===== src/rtl/mips_step_ctrl_pkg.sv =====
// Shared definitions for the front-panel step controller.
//   state_t  : controller states (S_STEP / S_RUN / S_HALT)
//   K_*      : index of each KEY button within key_n / key_db / key_press
package mips_step_ctrl_pkg;

  typedef enum logic [1:0] {
    S_STEP = 2'd0,
    S_RUN  = 2'd1,
    S_HALT = 2'd2
  } state_t;

  localparam int K_STEP   = 0;  // single-step the core
  localparam int K_LOAD   = 1;  // used by the core for program load
  localparam int K_CLR    = 2;  // leave the HALT state
  localparam int K_RUN    = 3;  // toggle free-running mode
  localparam int NUM_KEYS = 4;

endpackage


===== src/rtl/mips_step_ctrl_key_debounce.sv =====
// One pushbutton conditioner: 2-flop synchroniser, hold-time debounce
// counter and a one-cycle press pulse.
// Ports:
//   clk        in   system clock
//   reset      in   synchronous, active-low reset
//   key_n      in   raw button, 0 = pressed, asynchronous and bouncy
//   key_db     out  debounced level, 1 = pressed
//   key_press  out  one-cycle pulse the cycle after key_db rises
module mips_step_ctrl_key_debounce #(
  parameter int DEBOUNCE_CYCLES = 500000
) (
  input  logic clk,
  input  logic reset,
  input  logic key_n,
  output logic key_db,
  output logic key_press
);

  localparam int CW = (DEBOUNCE_CYCLES > 1) ? $clog2(DEBOUNCE_CYCLES) : 1;
  localparam logic [CW-1:0] CNT_LAST = CW'(DEBOUNCE_CYCLES - 1);

  logic          sync1_reg;
  logic          sync2_reg;
  logic          db_reg;
  logic          db_prev_reg;
  logic          press_reg;
  logic [CW-1:0] cnt_reg;
  logic          synced;

  // Polarity flips here: from this point on 1 means pressed.
  assign synced = ~sync2_reg;

  always_ff @(posedge clk) begin
    if (!reset) begin
      sync1_reg   <= 1'b1;
      sync2_reg   <= 1'b1;
      db_reg      <= 1'b0;
      db_prev_reg <= 1'b0;
      press_reg   <= 1'b0;
      cnt_reg     <= '0;
    end else begin
      sync1_reg <= key_n;
      sync2_reg <= sync1_reg;
      // Any return to the accepted level restarts the hold timer, so bounce
      // shorter than DEBOUNCE_CYCLES never produces an event.
      if (synced != db_reg) begin
        if (cnt_reg == CNT_LAST) begin
          db_reg  <= synced;
          cnt_reg <= '0;
        end else begin
          cnt_reg <= cnt_reg + CW'(1);
        end
      end else begin
        cnt_reg <= '0;
      end
      // Pulse lands one cycle after key_db rises; releases never pulse.
      db_prev_reg <= db_reg;
      press_reg   <= db_reg & ~db_prev_reg;
    end
  end

  assign key_db    = db_reg;
  assign key_press = press_reg;

endmodule


===== src/rtl/mips_step_ctrl.sv =====
// Front-panel execution controller for the single-cycle MIPS core.
// Conditions the four KEY buttons, issues the PC-advance strobe either per
// KEY0 press or at a fixed rate in RUN mode, and latches a HALT state.
// Ports:
//   clk         in   system clock
//   reset       in   synchronous, active-low reset
//   key_n[3:0]  in   raw buttons, 0 = pressed
//   run_sw      in   1 allows RUN mode; 0 forces step-only operation
//   fast_sw     in   1 selects the RUN_DIV/16 step period
//   halt        in   stop condition reported by the core
//   key_db      out  debounced levels, 1 = pressed
//   key_press   out  one-cycle press pulses
//   step        out  one-cycle PC-advance strobe
//   running     out  1 while in S_RUN
//   halted      out  1 while in S_HALT
//   step_count  out  number of step pulses issued (wrapping)
module mips_step_ctrl
  import mips_step_ctrl_pkg::*;
#(
  parameter int DEBOUNCE_CYCLES = 500000,
  parameter int RUN_DIV         = 25000000,
  parameter int CNT_W           = 16
) (
  input  logic             clk,
  input  logic             reset,
  input  logic [3:0]       key_n,
  input  logic             run_sw,
  input  logic             fast_sw,
  input  logic             halt,
  output logic [3:0]       key_db,
  output logic [3:0]       key_press,
  output logic             step,
  output logic             running,
  output logic             halted,
  output logic [CNT_W-1:0] step_count
);

  localparam int DIV_W = (RUN_DIV > 1) ? $clog2(RUN_DIV) : 1;
  localparam logic [DIV_W-1:0] SLOW_LAST = DIV_W'(RUN_DIV - 1);
  localparam logic [DIV_W-1:0] FAST_LAST =
      DIV_W'((RUN_DIV / 16 > 1) ? (RUN_DIV / 16 - 1) : 0);

  state_t           state_reg;
  logic [DIV_W-1:0] div_reg;
  logic             step_reg;
  logic [CNT_W-1:0] count_reg;
  logic [DIV_W-1:0] div_last;

  genvar gi;
  generate
    for (gi = 0; gi < NUM_KEYS; gi++) begin : g_key
      mips_step_ctrl_key_debounce #(
        .DEBOUNCE_CYCLES(DEBOUNCE_CYCLES)
      ) u_key (
        .clk      (clk),
        .reset    (reset),
        .key_n    (key_n[gi]),
        .key_db   (key_db[gi]),
        .key_press(key_press[gi])
      );
    end
  endgenerate

  // Re-evaluated every cycle: dropping to the fast limit while the divider
  // is already past it makes the >= compare fire on the next cycle.
  assign div_last = fast_sw ? FAST_LAST : SLOW_LAST;

  always_ff @(posedge clk) begin
    if (!reset) begin
      state_reg <= S_STEP;
      div_reg   <= '0;
      step_reg  <= 1'b0;
      count_reg <= '0;
    end else begin
      step_reg <= 1'b0;
      if (step_reg) begin
        count_reg <= count_reg + CNT_W'(1);
      end
      case (state_reg)
        S_STEP: begin
          if (halt) begin
            state_reg <= S_HALT;
          end else if (key_press[K_RUN] && run_sw) begin
            state_reg <= S_RUN;
            div_reg   <= '0;
          end else begin
            step_reg <= key_press[K_STEP];
          end
        end
        S_RUN: begin
          if (halt) begin
            state_reg <= S_HALT;
          end else if (key_press[K_RUN] || !run_sw) begin
            state_reg <= S_STEP;
          end else if (div_reg >= div_last) begin
            step_reg <= 1'b1;
            div_reg  <= '0;
          end else begin
            div_reg <= div_reg + DIV_W'(1);
          end
        end
        S_HALT: begin
          // If halt is still asserted, S_STEP drops straight back here.
          if (key_press[K_CLR]) begin
            state_reg <= S_STEP;
          end
        end
        default: state_reg <= S_STEP;
      endcase
    end
  end

  assign step       = step_reg;
  assign step_count = count_reg;
  assign running    = (state_reg == S_RUN);
  assign halted     = (state_reg == S_HALT);

endmodule

===== config.mk =====
export PLATFORM = sky130hd
export DESIGN_NAME = mips_step_ctrl
export DESIGN_NICKNAME = d
export VERILOG_FILES = /design/src/rtl/mips_step_ctrl_pkg.sv /design/src/rtl/mips_step_ctrl_key_debounce.sv /design/src/rtl/mips_step_ctrl.sv
export SDC_FILE = /design/constraint.sdc
export NUM_CORES = 1
export LEC_CHECK = 0
export CELL_PAD_IN_SITES_DETAIL_PLACEMENT = 0
export CELL_PAD_IN_SITES_GLOBAL_PLACEMENT = 1
export CORE_ASPECT_RATIO = 2
export CORE_UTILIZATION = 46
export CTS_CLUSTER_DIAMETER = 30
export DETAILED_ROUTE_END_ITERATION = 7
export GPL_ROUTABILITY_DRIVEN = 0
export PLACE_DENSITY_LB_ADDON = 0.1
export REMOVE_ABC_BUFFERS = 1
export SLEW_MARGIN = 20
export SYNTH_ARGS = -nofsm -noshare
export SYNTH_HDL_FRONTEND = slang
export SYNTH_HIERARCHICAL = 1
export SYNTH_SLANG_ARGS = --single-unit
export TNS_END_PERCENT = 20

===== constraint.sdc =====
create_clock -name clk -period 2.86 [get_ports clk]
set_clock_uncertainty 0.1 [all_clocks]
set_input_delay 0.429 -clock clk [delete_from_list [all_inputs] [get_ports clk]]
set_output_delay 0.429 -clock clk [all_outputs]
set_load 0.02 [all_outputs]

## Word-level counts from Yosys, hierarchy flattened

Index checks and enable logic that the tools add are counted.

| storage, ports and cells | value |
|---|---|
| memories kept | 0 |
| input bits | 9 |
| memory bits (read-only) | 0 |
| latch bits | 0 |
| output and inout port bits | 27 |
| bits in registers | 140 |
| memory bits (writable) | 0 |
| logic and storage cells | 103 |

| cells by class | value |
|---|---|
| bitwise operators | 17 |
| add/sub/neg operators | 6 |
| reduce and logical (&&, ||, !) cells | 15 |
| div/mod/pow operators | 0 |
| shift-type cells | 0 |
| multiplexer cells | 19 |
| multiply operators | 0 |
| equality and inequality tests | 17 |
| magnitude comparators | 1 |

Operators by type and width:

| cell | number |
|---|---|
| $mux W25 | 6 |
| $add A19 B1 Y19 const B | 4 |
| $eq A19 B19 Y1 const B | 4 |
| $pmux W25 S2 | 1 |
| $add A25 B1 Y25 const B | 1 |
| $ge A25 B25 Y1 | 1 |
| $add A16 B1 Y16 const B | 1 |
| $not A1 Y1 | 13 |
| $reduce_or A3 Y1 | 4 |
| $mux W2 | 5 |
| $ne A2 B2 Y1 const B | 4 |
| $reduce_and A2 Y1 | 4 |
| $pmux W2 S3 | 1 |
| $mux W1 | 5 |
| $reduce_and A5 Y1 | 1 |
| $and A1 B1 Y1 | 4 |
| $ne A1 B1 Y1 | 4 |
| $ne A3 B2 Y1 const B | 1 |
| $ne A3 B3 Y1 const B | 1 |
| $reduce_and A3 Y1 | 1 |
| $eq A2 B1 Y1 const B | 1 |
| $eq A2 B2 Y1 const B | 1 |
| $logic_not A2 Y1 | 1 |
| $ne A2 B1 Y1 const B | 1 |
| other kinds (5) | 5 |

## Depth between registers and ports, before layout

Gate-level depths: netlist (run 1).

| depth | value |
|---|---|
| depth in word-level cells | 6 |
| mapped depth | 9 |
| gate-level depth less buffers | 8 |

## Cells and area by module

The synthesis (run 1) kept the hierarchy.

By module, submodules not included:

| module | seq. area each (um^2) | area each (um^2) | cells an instance | instances |
|---|---|---|---|---|
| mips_step_ctrl_key_debounce at g_key[0].u_key ... | 480.5 | 1,053.5 | 115 | 3 |
| mips_step_ctrl | 880.8 | 2,466.1 | 275 | 1 |
| mips_step_ctrl_key_debounce at g_key[3].u_key | 480.5 | 1,031.0 | 113 | 1 |

## Least setup slack after synthesis (run 1)

No wires, ideal clock.

| timing | value |
|---|---|
| path kind | input port to flip-flop |
| start | input fast_sw |
| end | register div_reg[16] |
| data arrival time | 2.060 ns |
| setup time | 0.119 ns |
| buffers on the path | 1 |
| slack | 0.582 ns |
| stages on the path | 8 |
| required time | 2.641 ns |
| cells stage by stage | inv_1 ha_1 nand2_1 or3_1 o311ai_2 o32a_4 buf_12 nor2_4 |

| on the way | value |
|---|---|
| longest elaborated chain between the ends | 6 |

RTL lines:

| element | line | source |
|---|---|---|
| from (decl) | mips_step_ctrl.sv:28 | `input logic fast_sw,` |
| $mux W25 | mips_step_ctrl.sv:66 | `assign div_last = fast_sw ? FAST_LAST : SLOW_LAST;` |
| $ge A25 B25 Y1 | mips_step_ctrl.sv:95 | `end else if (div_reg >= div_last) begin` |
| $mux W25 | mips_step_ctrl.sv:95 |  |
| $mux W25 | mips_step_ctrl.sv:93 | `end else if (key_press[K_RUN] \|\| !run_sw) begin` |
| $mux W25 | mips_step_ctrl.sv:91 | `if (halt) begin` |
| $pmux W25 S2 | mips_step_ctrl.sv:79 | `case (state_reg)` |
| to (signal assigned) | mips_step_ctrl.sv:99 | `div_reg <= div_reg + DIV_W'(1);` |
| to (decl) | mips_step_ctrl.sv:44 | `logic [DIV_W-1:0] div_reg;` |

No other way between the ends. The select of a mux whose other input is x is not followed.
A chain may end at the register's enable or synchronous reset.

## Final worst setup path (run 1)

| timing | value |
|---|---|
| start | input fast_sw |
| end | register div_reg[20] |

The elaborated chain is that of the path after synthesis.

==> flow_summary.json, run 1 <==
{
  "htree_levels": 4,
  "leakagePower_nw": 2.665,
  "netlist_top_cells_count": "dfxtp_1 (140), nor2_1 (103), nand2_1 (66)",
  "path_delay_family": "compound AO/OA/AOI/OAI gates",
  "max_clock_freq_mhz": 371.4,
  "rows": 61,
  "clock_sinks": 140,
  "synth_area_per_cell_um2": 9.083,
  "vdd_drop_max_uv": 396.8,
  "cts-root-buf": "clkbuf_16",
  "first_iter_violations": 170,
  "firstDrtPassIters": 5,
  "grt_pass1_vias": 5305,
  "holdBufCountCts": 0,
  "slew_headroom_pct": 57.91,
  "required_ns": 3.10,
  "wire_per_inst_um": 14.12,
  "synthTopCellsByArea": "dfxtp_1 (42%), xnor2_1 (7.2%), nor2_1 (5.8%)",
  "io_buffer_count": 35,
  "grt_max_degree": 23,
  "grtUsageTotal_pct": 20.17,
  "holdWs_ns": 0.2806,
  "yosysMostFrequentCell": "dfxtp_1",
  "grt-ovfl-total": 0,
  "cts_max_path_buffers": 2,
  "grt_pass1_wl_um": 23860,
  "drc": 0,
  "synth_seq_area_share_pct": 42.10,
  "antenna_cells": 0,
  "finalCritPeriodShare_pct": 94.15,
  "cp.arrival_ns": 2.93,
  "ant_nets": 0,
  "yosysUniqueCellTypes": 61,
  "cpMaxStageDelayCell": "o32a_4",
  "finalHoldViolCount": 0,
  "grt_antenna_before_repair": 0,
  "yosysTopAreaCellShare_pct": 42.10,
  "critPathLaunchType": "primary input",
  "slew_violations": 0,
  "initial_utilization_pct": 47.41,
  "vias": 5254,
  "path_cells": "clkdlybuf4s50_1 > buf_4 > ha_1 > a211o_1 > a221oi_2 > o311ai_2 > o32a_4 > nor2_2",
  "synth_top_cell_by_area": "dfxtp_1",
  "wl_um": 13880,
  "synthArstFlopShare_pct": 0,
  "p_total_mw": 4.163,
  "dieWidth_um": 87.07,
  "cap_violations": 0,
  "layout.nets": 816,
  "synth_edf_count": 0,
  "cts_setup_buffers": 0,
  "syn2layout_area_growth_pct": 16.67,
  "via_per_inst": 5.345,
  "largest_register_ffs": 76,
  "min_period_ns": 2.693,
  "worst_path_largest_cell_delay_ns": 0.56,
  "power_density_nw_per_um2": 536.0,
  "die_y_um": 172.1,
  "setup_viol_count_final": 0,
  "ctsResizeCount": 0,
  "yosysWarnings": 6,
  "cts_made_buffers": 17,
  "worst_pin_slew_ns": 0.6314,
  "path_buf_inv": 2,
  "cts_tree": "yes",
  "drive_above_1_share_pct": 12.34,
  "die_area_um2": 14990,
  "worst-setup-path-type": "in2reg",
  "netlist_area_um2": 6658,
  "clock_latency_ns": 0.41,
  "syn_inst": 733,
  "core_um2": 14040,
  "critPathCaptureType": "flip-flop",
  "clkSlewWorstSetupHoldPaths_ns": 0.05,
  "fillCellCount": 1336,
  "num_io_pins": 36,
  "hold_class": "reg2reg",
  "post-dp-hpwl_um": 10320,
  "grt_setup_unrepaired": "false",
  "path_max_fanout": 22,
  "status": "finished, final reports clean",
  "final_util_pct": 55.31,
  "synthFlopType": "dfxtp_1",
  "synth-seq-cells": 140
}
layout make-up:
class | instances | area, um2 | share of cell area (%)
flip-flops and latches | 140 | 2803 | 36.08
well taps | 189 | 236.5 | 3.044
multi-input cells | 553 | 3627 | 46.70
clock buffers | 20 | 436.7 | 5.622
clock inverters | 8 | 122.6 | 1.579
inverters | 25 | 93.84 | 1.208
repair buffers | 48 | 447.9 | 5.767
layer usage:
| layer | part of all wire (%) | GRT usage, % |
|---|---|---|
| met5 | 0 | 0 |
| met3 | 3.0 | 5.060 |
| met1 | 38 | 20.04 |
| met2 | 57 | 38.58 |
| met4 | 2.3 | 8.478 |
worst paths after layout:
check | start | endpoint | slack (ns) | depth (start not counted)
hold / removal | g_key[3].u_key/db_prev_reg$_SDFF_PN0_ | g_key[3].u_key/key_press$_SDFF_PN0_ | 0.28 | 1
hold reg to reg | g_key[3].u_key/db_prev_reg$_SDFF_PN0_ | g_key[3].u_key/key_press$_SDFF_PN0_ | 0.28 | 1
setup / recovery | fast_sw | div_reg[20]$_SDFFE_PN0P_ | 0.17 | 8
setup reg to reg | div_reg[2]$_SDFFE_PN0P_ | div_reg[23]$_SDFFE_PN0P_ | 0.41 | 6
worst register-to-register path: stages, from the launching register on:
cell and delay (ns):
dfxtp_1 0.48, nand4_1 0.21, nor4_1 0.58, nor3b_1 0.56, nand2_1 0.15, xor2_1 0.21
nor2_2 0.04
report_power, final:
part	total, mW	switching (mW)	internal [mW]
sequential	1.96	0.00536	1.96
combinational	0.0824	0.0483	0.0341
clock	2.12	0.768	1.35
through the flow:
step / instance area, um2 / setup TNS, ns / instances / worst slack (ns)
2_1_floorplan: 6524 / 0 / 718 / 0.5066
3_3_place_gp: 7208 / -3.473 / 955 / -0.1780
3_5_place_dp: 7208 / -5.079 / 955 / -0.2323
4_1_cts: 7767 / 0 / 983 / 0.1849
5_1_grt: 7767 / 0 / 983 / 0.03139
6_report: 7767 / 0 / 983 / 0.1673
cells by family (layout without fill, tap and decap cells):
group                    count (synthesis)  count (layout)  share of synthesized area [%]
flip-flops                             140             140                          42.10
AND/OR/NAND/NOR                        374             374                          31.01
XOR/XNOR                                93              93                          12.23
adder cells (fa/ha/maj)                 22              22                          4.135
AO/OA/AOI/OAI                           58              58                          6.202
multiplexers                             6               6                         0.9021
buffers and inverters                   40             101                          3.420
layout by cell type, fill, tap and decap left out, types with 11 or more instances in the layout:
cell	synthesis	routed
and3_1	13	13
buf_4	4	13
dfxtp_1	140	140
inv_1	25	25
nor4_1	20	20
clkbuf_16	0	17
ha_1	22	22
a21oi_1	20	20
nand3_1	35	35
nor3_1	17	17
xnor2_1	55	55
nand2b_1	12	12
xor2_1	38	38
clkdlybuf4s50_1	0	35
nand2_1	66	66
o21ai_0	12	12
or3_1	11	11
nand4_1	21	21
nor2_2	17	17
nor2_1	103	103
No activity file was read; power rests on OpenSTA's default activity.
==> run 2: changes to the inputs <==
Settings changed: CORE_MARGIN from default to 2, CTS_BUF_LIST from default to sky130_fd_sc_hd__clkbuf_8 sky130_fd_sc_hd__clkbuf_16.
==> run 2 against run 1 <==
  * Final area increased by 0.23%
  * Largest cell class unchanged
  * First-iteration DRC count increased by 30%
  * Clock power decreased by 2%
  * Global-route usage decreased by 0.55 points
  * Setup slack improved by 0.046 ns
  * Critical path depth increased by 1
  * Largest power group unchanged
  * Final cell count increased by 0.51%
==> flow_summary.json, run 2 (synthesized netlist as in run 1, its figures left out) <==
{
  "antenna_cells": 0,
  "status": "finished, final reports clean",
  "htree_levels": 4,
  "path_max_fanout": 9,
  "wire_per_inst_um": 14.09,
  "grt_antenna_before_repair": 0,
  "grtUsageTotal_pct": 19.62,
  "ctsResizeCount": 0,
  "num_io_pins": 36,
  "p_total_mw": 4.125,
  "grt_pass1_wl_um": 24130,
  "slew_headroom_pct": 57.65,
  "holdBufCountCts": 0,
  "drc": 0,
  "setup_viol_count_final": 0,
  "largest_register_ffs": 76,
  "fillCellCount": 1382,
  "place_inst": 958,
  "grt_max_degree": 27,
  "clock_latency_ns": 0.42,
  "worst_pin_slew_ns": 0.6353,
  "setup.worst_path.end": "div_reg[24]$_SDFFE_PN0P_",
  "cp-startpoint": "fast_sw",
  "syn2layout_area_growth_pct": 16.93,
  "cts-root-buf": "clkbuf_16",
  "clkSlewWorstSetupHoldPaths_ns": 0.06,
  "vdd_drop_max_uv": 370.5,
  "core_um2": 14270,
  "dieWidth_um": 89.07,
  "cp.arrival_ns": 2.85,
  "wl_um": 13920,
  "die_area_um2": 15510,
  "holdPathStages": 1,
  "finalHoldViolCount": 0,
  "layout_common_cells": "dfxtp_1 (140), nor2_1 (103), nand2_1 (66), xnor2_1 (55), xor2_1 (38)",
  "layout.nets": 816,
  "grt_pass1_vias": 5320,
  "post-dp-hpwl_um": 10400,
  "required_ns": 3.06,
  "rows": 62,
  "grt_setup_unrepaired": "false",
  "critPathCaptureType": "flip-flop",
  "final_util_pct": 54.54,
  "leakagePower_nw": 2.669,
  "reg2reg_to": "div_reg[24]$_SDFFE_PN0P_",
  "vias": 5273,
  "setup_ws_ns": 0.2128,
  "worst-setup-path-type": "in2reg",
  "fin_cells": 988,
  "cts_made_buffers": 17,
  "grt-ovfl-total": 0,
  "power_density_nw_per_um2": 529.8,
  "drive_above_1_share_pct": 12.81,
  "via_per_inst": 5.337,
  "cap_violations": 0,
  "cts_setup_buffers": 0,
  "first_iter_violations": 221,
  "reg2reg_slack_ns": 0.51,
  "firstDrtPassIters": 4,
  "pre_cts_ws_ns": -0.1709,
  "max_clock_freq_mhz": 377.8,
  "ant_nets": 0,
  "hold_class": "reg2reg",
  "slew_violations": 0,
  "holdWs_ns": 0.2820,
  "cts_tree": "yes",
  "cts_max_path_buffers": 2,
  "clock_sinks": 140,
  "final_common_cell": "dfxtp_1",
  "min_period_ns": 2.647,
  "die_y_um": 174.1,
  "rr_worst_depth": 8,
  "io_buffer_count": 35,
  "finalCritPeriodShare_pct": 92.56,
  "initial_utilization_pct": 46.64,
  "r2r_start": "div_reg[7]$_SDFFE_PN0P_",
  "critPathLaunchType": "primary input"
}
-- run 2: per-layer routing --
layer,global-route usage [%],vias to the layer above,wire [um]
met5,0,-,0
li1,-,2646,-
met4,10.32,0,553
met2,36.19,74,7816
met3,3.799,40,324
met1,19.78,2513,5222
-- run 2: power breakdown --
group          switching (mW)  total (mW)  leakage [nW]  internal [mW]
Sequential            0.00525        1.96          1.13           1.96
Combinational          0.0495      0.0862          1.26         0.0367
Clock                   0.820        2.07         0.276           1.25
-- run 2: stage by stage --
stage	TNS, ns	instance area, um2
2_1_floorplan	0	6524
3_3_place_gp	-1.112	7224
3_5_place_dp	-2.760	7224
4_1_cts	0	7785
5_1_grt	0	7785
6_report	0	7785
-- run 2: layout make-up --
| cell class | instances | area, um2 | area share [%] |
|---|---|---|---|
| sequential | 140 | 2803 | 36.00 |
| tap | 192 | 240.2 | 3.086 |
| clock inverter | 10 | 93.84 | 1.205 |
| clock buffer | 20 | 466.7 | 5.995 |
| timing repair buffer | 48 | 460.4 | 5.914 |
| multi-input combinational | 553 | 3627 | 46.59 |
| inverter | 25 | 93.84 | 1.205 |
-- run 2: critical path: stages --
cell and delay (ns):
clkdlybuf4s50_1 0.51, inv_1 0.13, ha_1 0.32, nand2_1 0.09
or3_1 0.40, o311ai_2 0.40, o32a_4 0.27, buf_4 0.22
nor2_2 0.06
-- run 2: worst min path at each step --
stage / start / slack [ns] / to
after CTS: g_key[3].u_key/db_prev_reg$_SDFF_PN0_ / 0.29 / g_key[3].u_key/key_press$_SDFF_PN0_
after detailed placement: g_key[1].u_key/db_prev_reg$_SDFF_PN0_ / 0.27 / g_key[1].u_key/key_press$_SDFF_PN0_
after global placement: g_key[3].u_key/db_prev_reg$_SDFF_PN0_ / 0.27 / g_key[3].u_key/key_press$_SDFF_PN0_
after floorplan: g_key[0].u_key/db_prev_reg$_SDFF_PN0_ / 0.27 / g_key[0].u_key/key_press$_SDFF_PN0_
final: g_key[3].u_key/db_prev_reg$_SDFF_PN0_ / 0.28 / g_key[3].u_key/key_press$_SDFF_PN0_
after global routing: g_key[2].u_key/db_prev_reg$_SDFF_PN0_ / 0.30 / g_key[2].u_key/key_press$_SDFF_PN0_
